$ cat src/rtl/ahb_fir_pkg.sv
// Shared definitions for the FIR coefficient controller and its AHB-Lite slave front end.
package ahb_fir_pkg;

    localparam int DEF_AWIDTH   = 32;
    localparam int DEF_DWIDTH   = 32;
    localparam int DEF_BIT_PREC = 16;
    localparam int DEF_TAPS     = 8;
    localparam int DEF_CNT_W    = 32;

    // Register word indices (haddr[7:2])
    localparam logic [5:0] CTRL_IDX      = 6'd0;
    localparam logic [5:0] STATUS_IDX    = 6'd1;
    localparam logic [5:0] CNT_IDX       = 6'd2;
    localparam logic [5:0] COEF_BASE_IDX = 6'd16;

    localparam logic [1:0] HTRANS_IDLE   = 2'b00;
    localparam logic [1:0] HTRANS_BUSY   = 2'b01;
    localparam logic [1:0] HTRANS_NONSEQ = 2'b10;
    localparam logic [1:0] HTRANS_SEQ    = 2'b11;

    localparam logic [2:0] HSIZE_WORD = 3'b010;

    typedef enum logic [1:0] {
        ST_IDLE       = 2'd0,
        ST_WAIT_QUIET = 2'd1,
        ST_SWAP       = 2'd2,
        ST_FLUSH      = 2'd3
    } coef_state_t;

    function automatic logic is_coef_idx(input logic [5:0] idx, input int taps);
        return (int'(idx) >= int'(COEF_BASE_IDX)) && (int'(idx) < int'(COEF_BASE_IDX) + taps);
    endfunction

endpackage

$ cat src/rtl/ahb_lite_slave_if.sv
// Generic AHB-Lite slave front end: address-phase capture, decode error and the
// two-cycle ERROR response. The owning block supplies the decode and any stall.
module ahb_lite_slave_if
    import ahb_fir_pkg::*;
#(
    parameter int AWIDTH = DEF_AWIDTH
) (
    input  logic              clk,
    input  logic              rst_n,
    input  logic              hsel,
    input  logic [AWIDTH-1:0] haddr,
    input  logic [2:0]        hsize,
    input  logic              hwrite,
    input  logic [1:0]        htrans,
    input  logic              hready,
    input  logic              addr_ok,
    input  logic              stall,
    output logic              hreadyout,
    output logic              hresp,
    output logic              dp_valid,
    output logic              dp_write,
    output logic [5:0]        dp_idx,
    output logic              dp_ok,
    output logic              dp_done
);

    // Handshake: an address phase is accepted on a clock edge where hready is high;
    // its data phase completes on the first edge where hreadyout is high. A legal
    // transfer's side effects happen only on that completing edge (dp_done).
    logic addr_phase;
    logic dp_err;
    logic err_second;
    logic unused_addr;

    assign addr_phase = hsel && (htrans == HTRANS_NONSEQ || htrans == HTRANS_SEQ) && hready;

    always_ff @(posedge clk or negedge rst_n) begin
        if (!rst_n) begin
            dp_valid   <= 1'b0;
            dp_write   <= 1'b0;
            dp_idx     <= '0;
            dp_err     <= 1'b0;
            err_second <= 1'b0;
        end else if (hready) begin
            dp_valid   <= addr_phase;
            dp_write   <= hwrite;
            dp_idx     <= haddr[7:2];
            dp_err     <= addr_phase && (!addr_ok || hsize != HSIZE_WORD);
            err_second <= 1'b0;
        end else if (dp_valid && dp_err) begin
            err_second <= 1'b1;
        end
    end

    always_comb begin
        hreadyout = 1'b1;
        hresp     = 1'b0;
        if (dp_valid && dp_err) begin
            hreadyout = err_second;
            hresp     = 1'b1;
        end else if (dp_valid && stall) begin
            hreadyout = 1'b0;
        end
    end

    assign dp_ok   = dp_valid && !dp_err;
    assign dp_done = dp_ok && hreadyout;

    assign unused_addr = ^{haddr[AWIDTH-1:8], haddr[1:0]};

endmodule

$ cat src/rtl/fir_coef_ctrl.sv
// FIR coefficient bank owner: shadow/active banks, commit sequencing against FIR
// sample activity, optional delay-line flush and a saturating sample counter.
module fir_coef_ctrl
    import ahb_fir_pkg::*;
#(
    parameter int AWIDTH   = DEF_AWIDTH,
    parameter int DWIDTH   = DEF_DWIDTH,
    parameter int BIT_PREC = DEF_BIT_PREC,
    parameter int TAPS     = DEF_TAPS,
    parameter int CNT_W    = DEF_CNT_W
) (
    input  logic                           clk,
    input  logic                           rst_n,
    input  logic                           hsel,
    input  logic [AWIDTH-1:0]              haddr,
    input  logic [2:0]                     hsize,
    input  logic                           hwrite,
    input  logic [1:0]                     htrans,
    input  logic [DWIDTH-1:0]              hwdata,
    input  logic                           hready,
    output logic                           hreadyout,
    output logic                           hresp,
    output logic [DWIDTH-1:0]              hrdata,
    output logic [TAPS-1:0][BIT_PREC-1:0]  fircoefs,
    input  logic                           fir_sample,
    output logic                           flush_active
);

    localparam int FCW = $clog2(TAPS + 1);
    localparam logic [FCW-1:0] FLUSH_LEN = FCW'(TAPS - 1);

    coef_state_t state, state_nxt;

    logic [TAPS-1:0][BIT_PREC-1:0] shadow;
    logic [TAPS-1:0][BIT_PREC-1:0] active;
    logic [CNT_W-1:0]              sample_cnt;
    logic [FCW-1:0]                flush_cnt;
    logic                          auto_flush;
    logic                          flush_req;
    logic                          commit_pending;
    logic                          flushing;

    logic [5:0] a_idx;
    logic       addr_ok;
    logic       stall;
    logic       dp_valid, dp_write, dp_ok, dp_done;
    logic [5:0] dp_idx;
    logic       wr_en, ctrl_wr, cnt_wr;
    logic       unused_hwdata;

    assign a_idx   = haddr[7:2];
    assign addr_ok = (a_idx == CTRL_IDX) || (a_idx == STATUS_IDX) || (a_idx == CNT_IDX) ||
                     is_coef_idx(a_idx, TAPS);

    // A shadow write must not land until the pending commit has copied the old shadow
    assign stall = dp_valid && dp_write && is_coef_idx(dp_idx, TAPS) && commit_pending;

    ahb_lite_slave_if #(
        .AWIDTH (AWIDTH)
    ) u_if (
        .clk       (clk),
        .rst_n     (rst_n),
        .hsel      (hsel),
        .haddr     (haddr),
        .hsize     (hsize),
        .hwrite    (hwrite),
        .htrans    (htrans),
        .hready    (hready),
        .addr_ok   (addr_ok),
        .stall     (stall),
        .hreadyout (hreadyout),
        .hresp     (hresp),
        .dp_valid  (dp_valid),
        .dp_write  (dp_write),
        .dp_idx    (dp_idx),
        .dp_ok     (dp_ok),
        .dp_done   (dp_done)
    );

    assign wr_en   = dp_done && dp_write;
    assign ctrl_wr = wr_en && (dp_idx == CTRL_IDX);
    assign cnt_wr  = wr_en && (dp_idx == CNT_IDX);

    always_ff @(posedge clk or negedge rst_n) begin
        if (!rst_n) state <= ST_IDLE;
        else        state <= state_nxt;
    end

    always_comb begin
        state_nxt = state;
        case (state)
            ST_IDLE: begin
                if (ctrl_wr && hwdata[0])      state_nxt = ST_WAIT_QUIET;
                else if (ctrl_wr && hwdata[1]) state_nxt = ST_FLUSH;
            end
            ST_WAIT_QUIET: if (!fir_sample) state_nxt = ST_SWAP;
            ST_SWAP:       state_nxt = (auto_flush || flush_req) ? ST_FLUSH : ST_IDLE;
            ST_FLUSH:      if (flush_cnt == FCW'(1)) state_nxt = ST_IDLE;
            default:       state_nxt = ST_IDLE;
        endcase
    end

    always_comb begin
        commit_pending = (state == ST_WAIT_QUIET) || (state == ST_SWAP);
        flushing       = (state == ST_FLUSH);
        flush_active   = flushing;
    end

    always_ff @(posedge clk or negedge rst_n) begin
        if (!rst_n) begin
            flush_cnt <= '0;
            flush_req <= 1'b0;
        end else begin
            if (state != ST_FLUSH && state_nxt == ST_FLUSH) flush_cnt <= FLUSH_LEN;
            else if (state == ST_FLUSH)                    flush_cnt <= flush_cnt - FCW'(1);

            if (state == ST_IDLE && ctrl_wr && hwdata[0]) flush_req <= hwdata[1];
            else if (state == ST_SWAP)                    flush_req <= 1'b0;
        end
    end

    always_ff @(posedge clk or negedge rst_n) begin
        if (!rst_n) begin
            shadow     <= '0;
            active     <= '0;
            auto_flush <= 1'b0;
        end else begin
            if (state == ST_SWAP) active <= shadow;
            if (ctrl_wr) auto_flush <= hwdata[2];
            for (int k = 0; k < TAPS; k++) begin
                if (wr_en && dp_idx == 6'(int'(COEF_BASE_IDX) + k))
                    shadow[k] <= hwdata[BIT_PREC-1:0];
            end
        end
    end

    // Clear wins over a simultaneous increment; the count sticks at all-ones
    always_ff @(posedge clk or negedge rst_n) begin
        if (!rst_n)                               sample_cnt <= '0;
        else if (cnt_wr)                          sample_cnt <= '0;
        else if (fir_sample && sample_cnt != '1)  sample_cnt <= sample_cnt + CNT_W'(1);
    end

    always_comb begin
        hrdata = '0;
        if (dp_ok && !dp_write) begin
            if (dp_idx == CTRL_IDX)   hrdata = DWIDTH'({auto_flush, 2'b00});
            if (dp_idx == STATUS_IDX) hrdata = DWIDTH'({state, flushing, commit_pending});
            if (dp_idx == CNT_IDX)    hrdata = DWIDTH'(sample_cnt);
            for (int k = 0; k < TAPS; k++) begin
                if (dp_idx == 6'(int'(COEF_BASE_IDX) + k))
                    hrdata = DWIDTH'($signed(shadow[k]));
            end
        end
    end

    assign fircoefs      = active;
    assign unused_hwdata = ^hwdata;

endmodule

$ cat config.mk
export PLATFORM = sky130hd
export DESIGN_NAME = fir_coef_ctrl
export DESIGN_NICKNAME = d
export VERILOG_FILES = /design/src/rtl/ahb_fir_pkg.sv /design/src/rtl/ahb_lite_slave_if.sv /design/src/rtl/fir_coef_ctrl.sv
export SDC_FILE = /design/constraint.sdc
export NUM_CORES = 1
export LEC_CHECK = 0
export ABC_AREA = 1
export BUFFER_PORTS_ARGS = -buffer_cell sky130_fd_sc_hd__buf_2
export CORE_MARGIN = 5
export CORE_UTILIZATION = 28
export CTS_BUF_LIST = sky130_fd_sc_hd__clkbuf_2 sky130_fd_sc_hd__clkbuf_4 sky130_fd_sc_hd__clkbuf_8
export DETAILED_ROUTE_END_ITERATION = 7
export GPL_TIMING_DRIVEN = 0
export PLACE_DENSITY_LB_ADDON = 0.05
export SLEW_MARGIN = 20
export SYNTH_ARGS = -nofsm -noshare
export SYNTH_HDL_FRONTEND = slang
export SYNTH_SLANG_ARGS = --single-unit
$ cat constraint.sdc
create_clock -name clk -period 5.7 [get_ports clk]
set_input_delay 0.57 -clock clk [delete_from_list [all_inputs] [get_ports clk]]
set_output_delay 0.57 -clock clk [all_outputs]
set_load 0.02 [all_outputs]
Yosys cells after proc, flatten, opt, wreduce, memory -nomap -nowiden
Cells that the tools add are included.
{"block": "op_classes", "order_cmp": 4, "addsub": 2, "n_eq_ne": 22, "n_reduce_logical": 47, "n_mux": 29}
{"operator": "$mux 32", "n": 13}
{"operator": "$eq 6x5->1 const B", "n": 8}
{"operator": "$add 32x1->32 const B", "n": 1}
{"operator": "$ne 32x32->1 const B", "n": 1}
{"operator": "$logic_and 1x1->1", "n": 30}
{"operator": "$eq 6x1->1 const B", "n": 2}
{"operator": "$eq 6x2->1 const B", "n": 2}
{"operator": "$ge 6x5->1 const B", "n": 2}
{"operator": "$logic_not 6->1", "n": 2}
{"operator": "$lt 6x5->1 const B", "n": 2}
{"operator": "$eq 2x2->1 const B", "n": 5}
{"operator": "$mux 2", "n": 5}
{"operator": "$mux 4", "n": 2}
{"operator": "$pmux 2 s4", "n": 1}
{"operator": "$reduce_bool 2->1", "n": 4}
{"operator": "$logic_or 1x1->1", "n": 7}
{"operator": "$mux 1", "n": 7}
{"operator": "$eq 4x1->1 const B", "n": 1}
{"operator": "$sub 4x1->4 const B", "n": 1}
{"operator": "$logic_not 1->1", "n": 3}
{"operator": "$mux 3", "n": 1}
{"operator": "$ne 3x2->1 const B", "n": 1}
{"operator": "$eq 2x1->1 const B", "n": 1}
{"operator": "$logic_not 2->1", "n": 1}
{"operator": "$ne 2x2->1 const B", "n": 1}
{"block": "word_totals", "output_inout_bits": 163, "reg_bits": 306, "elab_cells": 130, "input_bits": 75}

Logic depth before layout (Yosys ltp)
Gate-level depths: netlist of run 1.
{"block": "logic_depth", "word_depth": 17, "ltp_mapped": 19}

Cells and area by module
A second synthesis of run 1 with hierarchy kept.
{"block": "unflattened", "cells_unflattened": 1833, "hier_area_um2": 14350.0}
{"mod": "fir_coef_ctrl", "cells_per_inst": 1779, "area_per_inst_um2": 13912.1, "instances": 1, "seq_area_each_um2": 7407.1}
{"mod": "ahb_lite_slave_if", "cells_per_inst": 54, "area_per_inst_um2": 437.9, "instances": 1, "seq_area_each_um2": 250.2}

Worst setup path after synthesis of run 1
OpenSTA, ideal clock, no wires.
{"block": "synth_timing", "path_kind": "reg2out", "startpoint": "reg u_if.dp_idx[2]", "endpoint": "out hrdata[20]", "path_buffers": 1, "required_ns": 5.130, "path_stages_with_launch": 17, "arrival_time_ns": 1.970, "slack_ns": 3.160, "cell_sequence": "dfrtp_1 nor2_2 buf_4 nand4_1 nand3_1 nand2_1 nand2_1 nand2_1 nand2_1 nand2_1 nand2_1 nand2_1 nand2_1 nand2_1 nand2_1 nand2_1 a21oi_1"}
{"block": "synth_between", "elab_chain_cells": 11, "elab_cells_between_ends": 19, "classes_between": "eq/ne: 9; mux: 10"}
{"item": "start, declared", "line_no": "ahb_lite_slave_if.sv:22", "rtl": "output logic [5:0] dp_idx,"}
{"item": "start signal, assigned", "line_no": "ahb_lite_slave_if.sv:47", "rtl": "dp_idx <= haddr[7:2];"}
{"item": "$eq 6x2->1", "line_no": "fir_coef_ctrl.sv:149", "rtl": "if (dp_idx == CNT_IDX) hrdata = DWIDTH'(sample_cnt);"}
{"item": "$mux 32", "line_no": "fir_coef_ctrl.sv:149"}
{"item": "$mux 32 (7 in series)", "line_no": "fir_coef_ctrl.sv:151", "rtl": "if (dp_idx == 6'(int'(COEF_BASE_IDX) + k))"}
{"item": "$mux 32 (*)", "line_no": "fir_coef_ctrl.sv:151"}
{"item": "$mux 32 (*)", "line_no": "fir_coef_ctrl.sv:146", "rtl": "if (dp_ok && !dp_write) begin"}
{"item": "end, declared", "line_no": "fir_coef_ctrl.sv:23", "rtl": "output logic [DWIDTH-1:0] hrdata,"}
Mark *: on every way between the ends. The rest lies on a longest branch, timed or not.

Worst setup path after layout of run 1
{"block": "layout_timing", "startpoint": "reg u_if.dp_idx[1]", "endpoint": "out hrdata[3]"}
{"block": "layout_between", "elab_chain_cells": 12, "elab_cells_between_ends": 21, "classes_between": "eq/ne: 10; mux: 11"}
{"item": "$eq 6x1->1", "line_no": "fir_coef_ctrl.sv:148", "rtl": "if (dp_idx == STATUS_IDX) hrdata = DWIDTH'({state, flushing, commit_pending});"}
{"item": "$mux 32", "line_no": "fir_coef_ctrl.sv:148"}
{"item": "$mux 32", "line_no": "fir_coef_ctrl.sv:149"}
{"item": "$mux 32 (7 in series)", "line_no": "fir_coef_ctrl.sv:151"}
{"item": "$mux 32 (*)", "line_no": "fir_coef_ctrl.sv:151"}
{"item": "$mux 32 (*)", "line_no": "fir_coef_ctrl.sv:146"}
Marks and branches as above.

==> qor.yml, run 1 <==
stdcell_count: 2774
finClkSkew_ps: 42.2
nets: 2140
io_pins: 238
firstDrtPassIters: 4
clock-sinks: 306
yosys-top-cells-count: "580 x nand2_1, 306 x dfrtp_1, 260 x o21ai_0"
setup_viol: 0
htreeDepth: 2
synth-edff-count: 0
worstPathCellList: "inv_2 > nor2_4 > nand3_4 > clkbuf_1 > o22ai_1 > o32ai_1 > o2111ai_1 > nor2_1 > nor2_1 > buf_2"
critPathMaxFanout: 10
status: "finished, final reports clean"
cpPeakStageDelay_ps: 560
yosysTopAreaCell: "dfrtp_1"
slew_violations: 0
pre_cts_ws_ps: 2060
diodes: 0
slew_headroom_pct: 40.5
synth_area_mm2: 0.0144
rsz0062_at_grt: "false"
grt_pass1_vias: 13600
maxCapViolCount: 0
avgSynthCellArea_um2: 8.00
yosysWarnings: 0
coreArea_mm2: 0.0512
cts_made_buffers: 57
cp.required_ps: 5130
initial_utilization_pct: 28.2
worstMarginPinSlew_ps: 893
clkTransAtPathRegs_ps: 60
whs_ps: 155
dp.cells: 2677
gp_congestion: 0.841
synthFlopType: "dfrtp_1"
grt_pass1_wl_mm: 86.9
place_hpwl_mm: 43.3
path_common_cell: "nor2_1"
fin_crit_ps: 4140
powerDensity_mw_per_mm2: 461
total_power_mw: 8.08
p_leak_nw: 8.81
synth_cell_types: 46
layout-drive-gt1-share_pct: 17.7
clock-root-buffer: "clkbuf_8"
cp-end-kind: "output port"
hold_viol: 0
die_h_um: 237
syn_to_final_growth_pct: 21.5
crit_family: "compound AO/OA/AOI/OAI gates"
grt-ovfl-total: 0
n_fill_cell: 5565
critPathLaunchType: "flop"
via_per_inst: 4.80
setup_ws_ps: 1560
fin_tns_setup_ps: 0
seqCellArea_mm2: 0.00766
fmax_mhz: 242
ys_ff_latch: 306
die_width_um: 237
worst_hold_path_type: "input pin to flop"
wl_per_cell_um: 20.7
die_area_mm2: 0.0562
arrival_ps: 3570
multi_input_area_mm2: 0.00560
synth.top_cell.area_share_pct: 53.1
vias: 13300
peakVddDrop_mv: 0.250
route.detailed.drc: 0
wirelength_mm: 57.4
clk_latency_ps: 670
rows: 83
crit_buf_inv: 3
antenna_found_initial: 0
yosysMostFrequentCell: "nand2_1"
grt_max_degree: 80
placed_cell_area_mm2: 0.0163
final_cell_area_mm2: 0.0175
synth-seq-area-share_pct: 53.1
synthTopCellsByArea: "dfrtp_1 53%, nand2_1 15%, o21ai_0 9.0%"
syn_nets: 1886
cts_resized: 0
grt.total_usage_pct: 20.2
clock_path_buffers: 3
cts_tree: "yes"
worst_path_max_delay_cell: "o32ai_1"
synth_cells: 1803
drt_iter0_drc: 794
ant_nets: 0
period_share_pct: 72.6
io_buffers: 190
worst-setup-path-type: "flop to output port"
fin_util_pct: 34.2
synthArstFlopShare_pct: 100
## worst paths after layout
kind	startpoint	endpoint	slack, ps	depth (start not counted)
max reg2reg	state[0]	fircoefs[61]	2260	9
min	hwrite	u_if.dp_write	150	3
min reg2reg	fircoefs[2]	fircoefs[2]	470	2
max	u_if.dp_idx[1]	hrdata[3]	1560	10
max in group asynchronous	rst_n	fircoefs[116]	3770	5
min in group asynchronous	rst_n	fircoefs[10]	430	2
## kinds of logic (layout without fill, tap and decap cells)
kind of cell             after synthesis  after routing  share of synthesized area, %
AND/OR/NAND/NOR                      772            772                          22.4
AO/OA/AOI/OAI                        417            417                          15.4
flip-flops                           306            306                          53.1
buffers and inverters                297            588                          8.12
adder cells (fa/ha/maj)                8              8                         0.694
multiplexers                           2              2                         0.156
XOR/XNOR                               1              1                        0.0607
## area by class of cell
cell class                      instances  area share, %
Buffer                                 98           2.41
Clock buffer                           90           6.35
Clock inverter                          6          0.314
Inverter                              199           4.28
Multi-Input combinational cell       1200           31.9
Sequential cell                       306           43.7
Tap cell                              680           4.85
Timing Repair Buffer                  195           6.17
## power by group
| part | total [mW] | internal (mW) | switching (mW) |
|---|---|---|---|
| clock network | 2.22 | 1.23 | 0.989 |
| registers | 3.24 | 2.80 | 0.439 |
| logic | 2.62 | 0.791 | 1.83 |
| total | 8.08 | 4.82 | 3.25 |
## cells in the final DEF, fill, tap and decap left out, drive strengths merged, types with 4 or more instances in the layout
cell / n
o2111ai: 5
inv: 198
buf: 224
o21ai: 274
nor2: 77
a31oi: 10
a221oi: 11
nand4: 28
nand3: 58
nor3: 16
nor4: 4
dfrtp: 306
o22ai: 14
a21oi: 90
ha: 8
nand2: 588
clkbuf: 158
clkinv: 6
## layer usage
layer  GRT usage [%]  share of wire (%)  up-vias  routed length [um]
met1            28.2                 46     6555               26500
met4            5.07                2.2        0                1280
met5               0                  0        -                   0
met2            32.5                 46      336               26600
met3            3.97                5.4       81                3070
li1                -                  -     6343                   -
## registers in the layout, summed over array words and instances, names as in the netlist
register         cells
u_if.dp_valid        1
shadow             128
flush_req            1
u_if.dp_idx          6
fircoefs           128
auto_flush           1
u_if.dp_err          1
flush_cnt            4
u_if.dp_write        1
u_if.err_second      1
state                2
sample_cnt          32
## what timing repair did
action                                 CTS  global route
hold buffers                             1             0
buffers inserted                         0             0
endpoints found under the hold margin   46             0
## tightest hold or removal path, cell delays in order
cell and delay (ps):
buf_2 80, nand2_1 40, o21ai_0 60
Note: power is estimated with default switching activity, not from simulation.
==> run 2, diff against run 1 <==
--- a/config.mk
+++ b/config.mk
@@ -5,7 +5,7 @@
 export SDC_FILE = /design/constraint.sdc
 export NUM_CORES = 1
 export LEC_CHECK = 0
-export ABC_AREA = 1
+export ABC_AREA = 0
 export BUFFER_PORTS_ARGS = -buffer_cell sky130_fd_sc_hd__buf_2
 export CORE_MARGIN = 5
 export CORE_UTILIZATION = 28
==> constraint.sdc (replaced) <==
create_clock -name clk -period 4.16 [get_ports clk]
set_input_delay 0.416 -clock clk [delete_from_list [all_inputs] [get_ports clk]]
set_output_delay 0.416 -clock clk [all_outputs]
set_load 0.02 [all_outputs]
==> run 2 against run 1 <==
Net effect:
- synthesized cell count fell by 35%
- final area decreased by 0.36%
- first-iteration DRC count shrank 40%
- via count is 19% lower
- global-route usage is 1.4 points lower
- register-to-register slack got worse by 1100 ps
- critical path depth shrank 1
- sequential cell count unchanged
- sequential power up 13%
- combinational power down 18%
- area after synthesis fell by 0.82%
- clock-buffer cell count shrank 5
- critical path type unchanged
- largest power group unchanged
- highest routed layer is now met5
==> qor.yml, run 2 <==
gp_congestion: 0.807
layout-drive-gt1-share_pct: 41.9
synthArstFlopShare_pct: 100
reg2regPathDepth: 7
internal_power_mw: 5.85
io_pins: 238
clock-sinks: 306
ant_nets: 0
worstMarginPinSlew_ps: 1010
syn_nets: 1260
clk_latency_ps: 650
final_cell_mix: "306 x dfrtp_1, 250 x mux2_2, 213 x buf_2"
wl_per_cell_um: 25.0
fin_crit_ps: 4030
synthTopCellsByArea: "dfrtp_1 54%, mux2_2 20%, o21ai_0 2.1%"
powerDensity_mw_per_mm2: 503
synth_cells: 1177
worstHoldStart: "haddr[3]"
critPathMaxFanout: 10
reg2reg_slack_ps: 1110
clkTransAtPathRegs_ps: 60
power_frac_comb_pct: 24.4
via_per_inst: 5.01
yosysTopAreaCell: "dfrtp_1"
synth_area_mm2: 0.0143
yosys-top-cells-count: "306 x dfrtp_1, 250 x mux2_2, 65 x nand2_1"
antenna_found_initial: 2
synthFlopType: "dfrtp_1"
peakVddDrop_mv: 0.222
arrival_ps: 3620
htreeDepth: 2
place_hpwl_mm: 39.3
grt_pass1_wl_mm: 78.9
worst-setup-path-type: "flop to output port"
seqPwrFrac_pct: 41.7
clock-root-buffer: "clkbuf_8"
critPathLaunchType: "flop"
wirelength_mm: 53.5
firstDrtPassIters: 4
maxCapViolCount: 0
die_width_um: 236
slew_headroom_pct: 32.5
fin_util_pct: 34.7
rsz0062_at_grt: "false"
timing.rr.start: "state[0]"
clock_power_share_pct: 33.9
grt_pass1_vias: 11400
pre_cts_ws_ps: 314
ys_ff_latch: 306
finClkSkew_ps: 29.1
final_common_cell: "dfrtp_1"
slew_violations: 0
fmax_mhz: 248
min_path_cells: 2
r2r-end: "shadow[9]"
yosysWarnings: 0
setup_viol: 0
grt_max_degree: 85
route.detailed.drc: 0
worst_hold_path.endpoint: "u_if.dp_idx[1]"
avgSynthCellArea_um2: 12.2
vias: 10700
die_h_um: 236
nets: 1523
syn_to_final_growth_pct: 22.1
initial_utilization_pct: 28.4
setup_ws_ps: 127
yosysMostFrequentCell: "dfrtp_1"
cp-end-kind: "output port"
cts_made_buffers: 56
period_share_pct: 96.9
p_sw_share_pct: 33.3
cp.required_ps: 3740
synth-seq-area-share_pct: 53.5
clock_path_buffers: 3
synth_cell_types: 69
rows: 82
p_sw_mw: 2.92
die_area_mm2: 0.0557
synth-edff-count: 0
p_leak_nw: 8.42
hold_viol: 0
drt_iter0_drc: 475
grt-ovfl-total: 0
worst_hold_path_type: "input pin to flop"
cts_tree: "yes"
final_cell_area_mm2: 0.0175
io_buffers: 192
placed_cell_area_mm2: 0.0162
diodes: 0
grt.total_usage_pct: 18.8
synth.top_cell.area_share_pct: 53.5
status: "finished, final reports clean"
coreArea_mm2: 0.0504
[run 2: cell count changes in the layout (fill, tap and decap cells not counted), sizes merged, moves of 15 or more]
cell,change
inv,-174
nor2,-47
o21ai,-195
or4,+19
nand2,-523
a21oi,-23
mux2,+258
or3,+15
nand4,-20
mux2i,+19
clkbuf,-30
[run 2: power by group through the flow]
stage | sequential, mW | clock, mW | combinational (mW)
detailed placement | 3.72 | 0 | 2.18
finish | 3.66 | 2.97 | 2.14
global placement | 3.71 | 0 | 2.15
global route | 3.71 | 3.22 | 2.32
CTS | 3.67 | 3.09 | 2.19
floorplan | 3.88 | 0 | 1.08
[run 2: final cells by class]
type / instances / area (um^2)
buffer: 81 / 419
clock inverter: 6 / 67.6
sequential: 306 / 7660
fill: 5140 / 32900
clock buffer: 85 / 1060
multi-input combinational: 768 / 6180
tap: 672 / 841
timing repair buffer: 205 / 1150
inverter: 22 / 82.6
[run 2: worst max-delay path by stage]
stage | startpoint | to | depth (start not counted)
2_1_floorplan | u_if.dp_idx[3] | hrdata[21] | 9
3_3_place_gp | rst_n | fircoefs[106] | 1
3_5_place_dp | u_if.dp_idx[1] | hrdata[14] | 8
4_1_cts | u_if.dp_idx[0] | hrdata[0] | 7
5_1_grt | u_if.dp_idx[1] | hrdata[7] | 9
6_report | u_if.dp_idx[1] | hrdata[2] | 9
[run 2: per-layer routing]
metal	GRT usage [%]	wire, um
met1	25.2	24100
met5	0	11
met3	3.04	1830
met2	31.3	25900
met4	6.14	1680
[run 2: what timing repair did]
item                                    in CTS  in global routing
hold buffers                                 7                  0
resized for setup                            7                  5
setup buffers                                2                  0
endpoints found under the setup margin      23                  6
hold endpoints to repair                    70                  0
pin swaps                                    1                  0
[run 2: cell families after synthesis]
family          count (synthesis)  synth area share (%)
flops                         306                  53.5
mux                           283                  22.4
simple gates                  248                  9.76
compound gates                225                  9.97
buf+inv                       103                  3.38
fa+ha+maj                       8                 0.700
xor+xnor                        4                 0.245
[run 2: critical path, cell delays in order, from the launching register on]
cell,delay [ps]
dfrtp_1,320
buf_2,180
nand2b_1,120
clkbuf_1,440
clkbuf_1,720
o22ai_1,230
nand2_1,130
o2111ai_1,270
a21oi_1,340
buf_2,220
[run 2: metrics by stage]
step / TNS [ps] / instances / total power, mW / hold slack, ps
after CTS: 0 / 2145 / 8.95 / 0.0517
final: 0 / 2145 / 8.78 / 56.0
after global placement: -1162990 / 2041 / 5.86 / 485
after global routing: 0 / 2145 / 9.25 / 29.6
after detailed placement: 0 / 2045 / 5.89 / 437
after floorplan: 0 / 1177 / 4.95 / 120
